$ cat src/rtl/avg_sequencer.sv
// AVG vector engine instruction sequencer: fetches instruction windows, walks the display list, hands draws to the beam generator.
// Optional build macro AVG_WATCHDOG_EN adds a per-list instruction limit (MAX_INST) and the sticky wdog_trip output.
module avg_sequencer #(
  parameter int unsigned STACK_DEPTH = 4,
  parameter logic [15:0] START_ADDR  = 16'h0000,
  parameter int unsigned MAX_INST    = 4096
) (
  input  logic        clk,
  input  logic        rst,
  input  logic        go,
  output logic [15:0] mem_addr,
  output logic        mem_rd,
  input  logic [15:0] mem_rdata,
  output logic [31:0] inst,
  output logic        dcd_valid,
  input  logic [2:0]  pc_offset,
  input  logic        jmp,
  input  logic        jsr,
  input  logic        ret,
  input  logic        halt,
  input  logic        vector,
  input  logic        center,
  input  logic [15:0] jump_addr,
  output logic        draw_req,
  input  logic        draw_done,
  output logic        busy,
  output logic        stack_err
`ifdef AVG_WATCHDOG_EN
  ,
  output logic        wdog_trip
`endif
);

  localparam int unsigned AW    = 16;
  localparam int unsigned IDX_W = $clog2(STACK_DEPTH);
  localparam int unsigned SP_W  = IDX_W + 1;
  localparam logic [AW-1:0] EVEN_MASK = 16'hFFFE;
  localparam logic [AW-1:0] START_PC  = START_ADDR & EVEN_MASK;

  // Reject parameter sets the stack pointer arithmetic cannot represent.
  if (STACK_DEPTH < 2 || (STACK_DEPTH & (STACK_DEPTH - 1)) != 0 || MAX_INST < 1) begin : g_bad_params
    $error("avg_sequencer: STACK_DEPTH must be a power of 2 >= 2 and MAX_INST >= 1");
  end

  typedef enum logic [2:0] {
    S_IDLE, S_F0, S_F1, S_CAP, S_DEC, S_DRAW, S_DONE
  } state_t;

  state_t          state, state_nxt;
  logic [AW-1:0]   pc, pc_nxt;
  logic [SP_W-1:0] sp, sp_nxt;
  logic            err_nxt;
  logic            push;
  logic            rd_nxt;
  logic [AW-1:0]   addr_nxt;
  logic [AW-1:0]   seq_pc;
  logic [AW-1:0]   jmp_pc;
  logic [AW-1:0]   pop_pc;
  logic [AW-1:0]   stack [STACK_DEPTH];

`ifdef AVG_WATCHDOG_EN
  localparam int unsigned CNT_W = $clog2(MAX_INST + 1);
  logic [CNT_W-1:0] wdog_cnt, cnt_nxt;
  logic             trip_nxt;
`endif

  assign seq_pc = (pc + AW'(pc_offset)) & EVEN_MASK;
  assign jmp_pc = jump_addr & EVEN_MASK;
  assign pop_pc = stack[IDX_W'(sp - SP_W'(1))];

  // Next-state, PC/stack bookkeeping and next values of the registered outputs.
  always_comb begin
    state_nxt = state;
    pc_nxt    = pc;
    sp_nxt    = sp;
    err_nxt   = stack_err;
    push      = 1'b0;
`ifdef AVG_WATCHDOG_EN
    cnt_nxt   = wdog_cnt;
    trip_nxt  = wdog_trip;
`endif
    case (state)
      S_IDLE: begin
        if (go) begin
          state_nxt = S_F0;
          pc_nxt    = START_PC;
          sp_nxt    = '0;
          err_nxt   = 1'b0;
`ifdef AVG_WATCHDOG_EN
          cnt_nxt   = '0;
          trip_nxt  = 1'b0;
`endif
        end
      end
      S_F0:  state_nxt = S_F1;
      S_F1:  state_nxt = S_CAP;
      S_CAP: state_nxt = S_DEC;
      S_DEC: begin
        if (halt) begin
          state_nxt = S_DONE;
        end else if (jsr) begin
          if (sp == SP_W'(STACK_DEPTH)) begin
            err_nxt   = 1'b1;
            state_nxt = S_DONE;
          end else begin
            push      = 1'b1;
            sp_nxt    = sp + SP_W'(1);
            pc_nxt    = jmp_pc;
            state_nxt = S_F0;
          end
        end else if (jmp) begin
          pc_nxt    = jmp_pc;
          state_nxt = S_F0;
        end else if (ret) begin
          if (sp == '0) begin
            err_nxt   = 1'b1;
            state_nxt = S_DONE;
          end else begin
            sp_nxt    = sp - SP_W'(1);
            pc_nxt    = pop_pc;
            state_nxt = S_F0;
          end
        end else if (vector || center) begin
          pc_nxt    = seq_pc;
          state_nxt = S_DRAW;
        end else begin
          pc_nxt    = seq_pc;
          state_nxt = S_F0;
        end
`ifdef AVG_WATCHDOG_EN
        // The limit overrides whatever the decoder asked for on this DEC.
        cnt_nxt = wdog_cnt + CNT_W'(1);
        if (wdog_cnt == CNT_W'(MAX_INST - 1)) begin
          state_nxt = S_DONE;
          trip_nxt  = 1'b1;
          push      = 1'b0;
          err_nxt   = stack_err;
          sp_nxt    = sp;
          pc_nxt    = pc;
        end
`endif
      end
      S_DRAW: begin
        if (draw_done) state_nxt = S_F0;
      end
      S_DONE:  state_nxt = S_IDLE;
      default: state_nxt = S_IDLE;
    endcase

    rd_nxt   = (state_nxt == S_F0) || (state_nxt == S_F1);
    addr_nxt = '0;
    if (state_nxt == S_F0) addr_nxt = pc_nxt;
    else if (state_nxt == S_F1) addr_nxt = pc + AW'(2);
  end

  always_ff @(posedge clk) begin
    if (rst) begin
      state     <= S_IDLE;
      pc        <= START_PC;
      sp        <= '0;
      stack_err <= 1'b0;
      mem_rd    <= 1'b0;
      mem_addr  <= '0;
      inst      <= '0;
      dcd_valid <= 1'b0;
      draw_req  <= 1'b0;
      busy      <= 1'b0;
`ifdef AVG_WATCHDOG_EN
      wdog_cnt  <= '0;
      wdog_trip <= 1'b0;
`endif
    end else begin
      state     <= state_nxt;
      pc        <= pc_nxt;
      sp        <= sp_nxt;
      stack_err <= err_nxt;
      mem_rd    <= rd_nxt;
      mem_addr  <= addr_nxt;
      dcd_valid <= (state_nxt == S_DEC);
      draw_req  <= (state_nxt == S_DRAW);
      busy      <= (state_nxt != S_IDLE) && (state_nxt != S_DONE);
      // Read data lands one cycle after the strobe: word@pc in F1, word@pc+2 in CAP.
      if (state == S_F1)  inst[31:16] <= mem_rdata;
      if (state == S_CAP) inst[15:0]  <= mem_rdata;
`ifdef AVG_WATCHDOG_EN
      wdog_cnt  <= cnt_nxt;
      wdog_trip <= trip_nxt;
`endif
    end
  end

  // Return-address stack; sp itself is reset, entries need not be.
  always_ff @(posedge clk) begin
    if (push) stack[sp[IDX_W-1:0]] <= seq_pc;
  end

endmodule

$ cat config.mk
export PLATFORM = sky130hd
export DESIGN_NAME = avg_sequencer
export DESIGN_NICKNAME = d
export VERILOG_FILES = /design/src/rtl/avg_sequencer.sv
export SDC_FILE = /design/constraint.sdc
export NUM_CORES = 1
export LEC_CHECK = 0
export ABC_AREA = 0
export BUFFER_PORTS_ARGS = -buffer_cell sky130_fd_sc_hd__buf_2
export CAP_MARGIN = 20
export CORE_MARGIN = 5
export CORE_UTILIZATION = 52
export DETAILED_ROUTE_END_ITERATION = 10
export PLACE_DENSITY_LB_ADDON = 0.08
export SYNTH_ARGS = -nofsm -noshare
export SYNTH_HDL_FRONTEND = slang
export SYNTH_SLANG_ARGS = --single-unit
$ cat constraint.sdc
create_clock -name clk -period 2.8 [get_ports clk]
set_input_delay 0.28 -clock clk [delete_from_list [all_inputs] [get_ports clk]]
set_output_delay 0.28 -clock clk [all_outputs]
set_load 0.02 [all_outputs]
==> impl_results.md <==
- Grt met2 use: 43.14%
- Number of flops mapped to enable cells by yosys: 60
- Tcrit/Tclk final: 90.95%
- Final hold slack: 108.3 ps
- Mapped Nets: 744
- Cell Chain, Critical Path: inv_1 > fa_1 > nand2b_1 > a211oi_1 > xor2_1 > o221a_2 > a221oi_1 > a22oi_1
- Filler instances: 1,048
- Worst Hold Class: in -> reg
- Number of port buffers: 96
- Crit-path max cell delay: 450 ps
- Vias per std cell: 5.972
- Synth Register Bits: 135
- Origin of the critical flop-to-flop path: pc[1]$_SDFF_PP0_
- P_sw: 1.144 mW
- Io pins: 98
- Skew final: 8.445 ps
- Critical Path Slowest Stage Cell: fa_1
- Cells after Synth: 690
- Ys Warns: 0
- Critical Setup Path Class: reg -> reg
- Synthesized area: 0.006763 mm2
- Routed WL per cell: 20.39 um
- Cts hold-fix bufs: 0
- Synth cell count leaders: nand2_1, dfxtp_1, a21oi_1, edfxtp_1, nor2_1
- Data arrival time of the worst path: 2820 ps
- Reg power frac: 41.7%
- Startpoint types: register
- Met1 usage in global routing: 34.12%
- Antenna-violating nets left: 0
- Max Cap Viol: 0
- Crit Path Max Fanout: 5
- CTS Sinks: 135
- Detailed Route Iter0 Violations: 596
- GRT Util Overall: 26.98%
- CTS Buffer Depth: 2
- Synth area leader: edfxtp_1
- Setup_tns: 0 ps
- Die W: 124.0 um
- Endpoints failing hold: 0
- R2r endpoint: mem_addr[10]$_SDFF_PP0_
- Core Region: 0.01267 mm2
- WP data required: 3080 ps
- Sequential area share after synthesis: 48.84%
- TritonCTS clock tree: done
- Synth area leaders: edfxtp_1, dfxtp_1, nand2_1, a21oi_1, mux4_2
- Min Clock Period, post-route: 2547 ps
- Pwr Density: 612.8 mW/mm2
- Antenna violations before repair: 0
- Total area of sequential cells: 0.003303 mm2
- Top_reg_cell synth: dfxtp_1
- Die Y: 124.0 um
- Grt peak-use layer: met2
- Most frequent cell after synthesis: nand2_1
- Share of cells above drive strength 1: 26.38%
- CTS Root Cell: clkbuf_16
- Total CTS buffers: 17
- Sw Ratio: 22.65%
- Area grow syn2layout: 21.79%
- Final wirelength: 20,120 um
- Max-slew violation count: 0
- Internal: 3.904 mW
- CP startpoint: pc[1]$_SDFF_PP0_
- Logic pwr share: 8.8%
- Largest net degree at the start of global routing: 27
- Synth cell types: 81
- Die area: 0.01539 mm2
- RSZ-0062 raised after global routing: no
- Post-detail-place hpwl: 14,710 um
- Setup crit end: mem_addr[10]$_SDFF_PP0_
- Clock transition at the registers of the reported paths: 60 ps
- Clk pwr share: 49.5%
- Area of the multi-input gates: 0.003146 mm2
- CP Capture Type: register
- GR Overflow Total: 0
- Async set-reset flop share out of synthesis: 0%
- VDD IR max: 0.4022 mV
- Max-slew headroom: 46.43%
- FF-to-FF setup slack: 250 ps
- Area share of the largest cell type after synthesis: 26.64%
- Post-synthesis average cell area: 9.801 um2
- Achievable clock frequency: 0.3927 GHz
- Initial Utilization: 53.37%
- H-tree Lvls: 4
- Final #Nets: 856
- Drt drc: 0
- First-pass GRT wire length: 30,730 um
- Vias in the first global route: 5,728
- GP Congestion: 0.9558
- Met3 Track Usage GR: 7.629%
- Leak: 3.146 nW
- # setup viols final: 0
- Worst-case reg-to-reg path depth: 8
- DR vias: 5,894
- Drt first pass iters: 5
- Latest clock arrival within the worst-skew pair: 420 ps
- Run status: complete, no violations
- Slew of the pin with the lowest slew margin: 801.1 ps
- Inserted Diodes: 0
- Rows: 41
-- layout make-up --
class | instances | share of cell area [%]
Tap cell | 172 | 2.613
Clock buffer | 19 | 5.256
Sequential cell | 135 | 40.10
Inverter | 15 | 0.6836
Timing Repair Buffer | 146 | 10.39
Multi-Input combinational cell | 487 | 38.19
Clock inverter | 13 | 2.765
-- per-layer routing --
metal | vias up | part of all wire (%)
li1 | 2726 | -
met1 | 2830 | 41
met2 | 286 | 48
met3 | 52 | 7.8
met4 | 0 | 3.3
met5 | - | 0
-- power groups by stage --
stage / Combinational, mW / Sequential (mW) / Clock, mW
global placement: 0.429 / 2.15 / 0
finish: 0.443 / 2.11 / 2.50
detailed placement: 0.435 / 2.15 / 0
CTS: 0.437 / 2.11 / 2.53
global route: 0.477 / 2.11 / 2.63
floorplan: 0.232 / 2.18 / 0
-- worst min-delay path by stage --
stage	from	endpoint	slack (ps)	depth (start not counted)
floorplan	mem_rdata[0]	inst[0]$_SDFFE_PP0P_	420	2
global placement	inst[2]$_SDFFE_PP0P_	inst[2]$_SDFFE_PP0P_	440	2
detailed placement	inst[11]$_SDFFE_PP0P_	inst[11]$_SDFFE_PP0P_	450	2
CTS	mem_rdata[4]	inst[4]$_SDFFE_PP0P_	90	3
global route	mem_rdata[3]	inst[19]$_SDFFE_PP0N_	90	3
finish	mem_rdata[5]	inst[5]$_SDFFE_PP0P_	110	3
-- flip-flops by register name (all words and copies together) (netlist names) --
signal and count:
dcd_valid 1, inst 32, mem_rd 1, pc 16
sp 3, mem_addr 16, busy 1, state 3
stack_err 1, stack 60, draw_req 1
-- placed cells by master, fill, tap and decap left out, types with 3 or more instances in the layout --
cell	Yosys	routed
a22o_1	6	6
nor3_1	21	21
buf_4	4	50
and3_1	4	4
o22ai_1	9	9
or3_1	8	8
o32ai_1	3	3
clkinv_2	0	3
nor2b_1	5	5
mux2_2	3	3
a21o_1	4	4
and2_1	9	9
clkbuf_16	0	17
a211oi_1	7	7
a21oi_1	68	68
dfxtp_1	75	75
mux2i_1	11	11
nand4_1	5	5
mux4_2	11	11
xnor2_1	13	13
a22oi_1	6	6
a221oi_1	4	4
o21a_1	4	4
bufinv_16	0	6
nand3b_1	3	3
nand3_1	14	14
nor3b_2	3	3
o221ai_1	3	3
nand2_1	119	119
a31oi_1	5	5
buf_2	22	96
ha_1	8	7
o21ai_0	12	12
inv_1	12	12
xor2_1	12	12
nand2b_1	7	7
nor2_1	44	44
edfxtp_1	60	60
o21ai_1	6	6
-- repair_timing --
action                                  4_1_cts  5_1_grt
gates resized for setup                       0        2
buffers inserted                              0        0
endpoints found under the setup margin        0        2
-- metrics by stage --
stage          std cells  setup slack (ps)  cell area [um2]  utilization [%]  power, mW
4_1_cts              987             108.6             8229            64.95      5.078
6_report             987             253.4             8237            65.00      5.048
5_1_grt              987             79.83             8237            65.00      5.217
2_1_floorplan        690             120.7             6763                -      2.412
3_5_place_dp         955             132.8             7569            59.73      2.583
3_3_place_gp         955             176.8             7569            59.73      2.576
-- cell families after synthesis --
kind of cell	count (synthesis)	synth area share, %
AOI/OAI and AO/OA	169	17.19
xor gates and xnor gates	25	3.238
adders and majority gates	9	1.776
buffers and inverters	68	4.755
DFF	135	48.84
muxes	25	5.791
and+or+nand+nor	259	18.41
-- critical path: cells and delay by family, from the launching register on --
family | cells | cell delay (ps)
xor+xnor | 1 | 210
buf+inv | 1 | 70
simple gates | 1 | 250
compound gates | 4 | 1110
flops | 1 | 320
fa+ha+maj | 1 | 450
No activity file was read; power rests on OpenSTA's default activity.
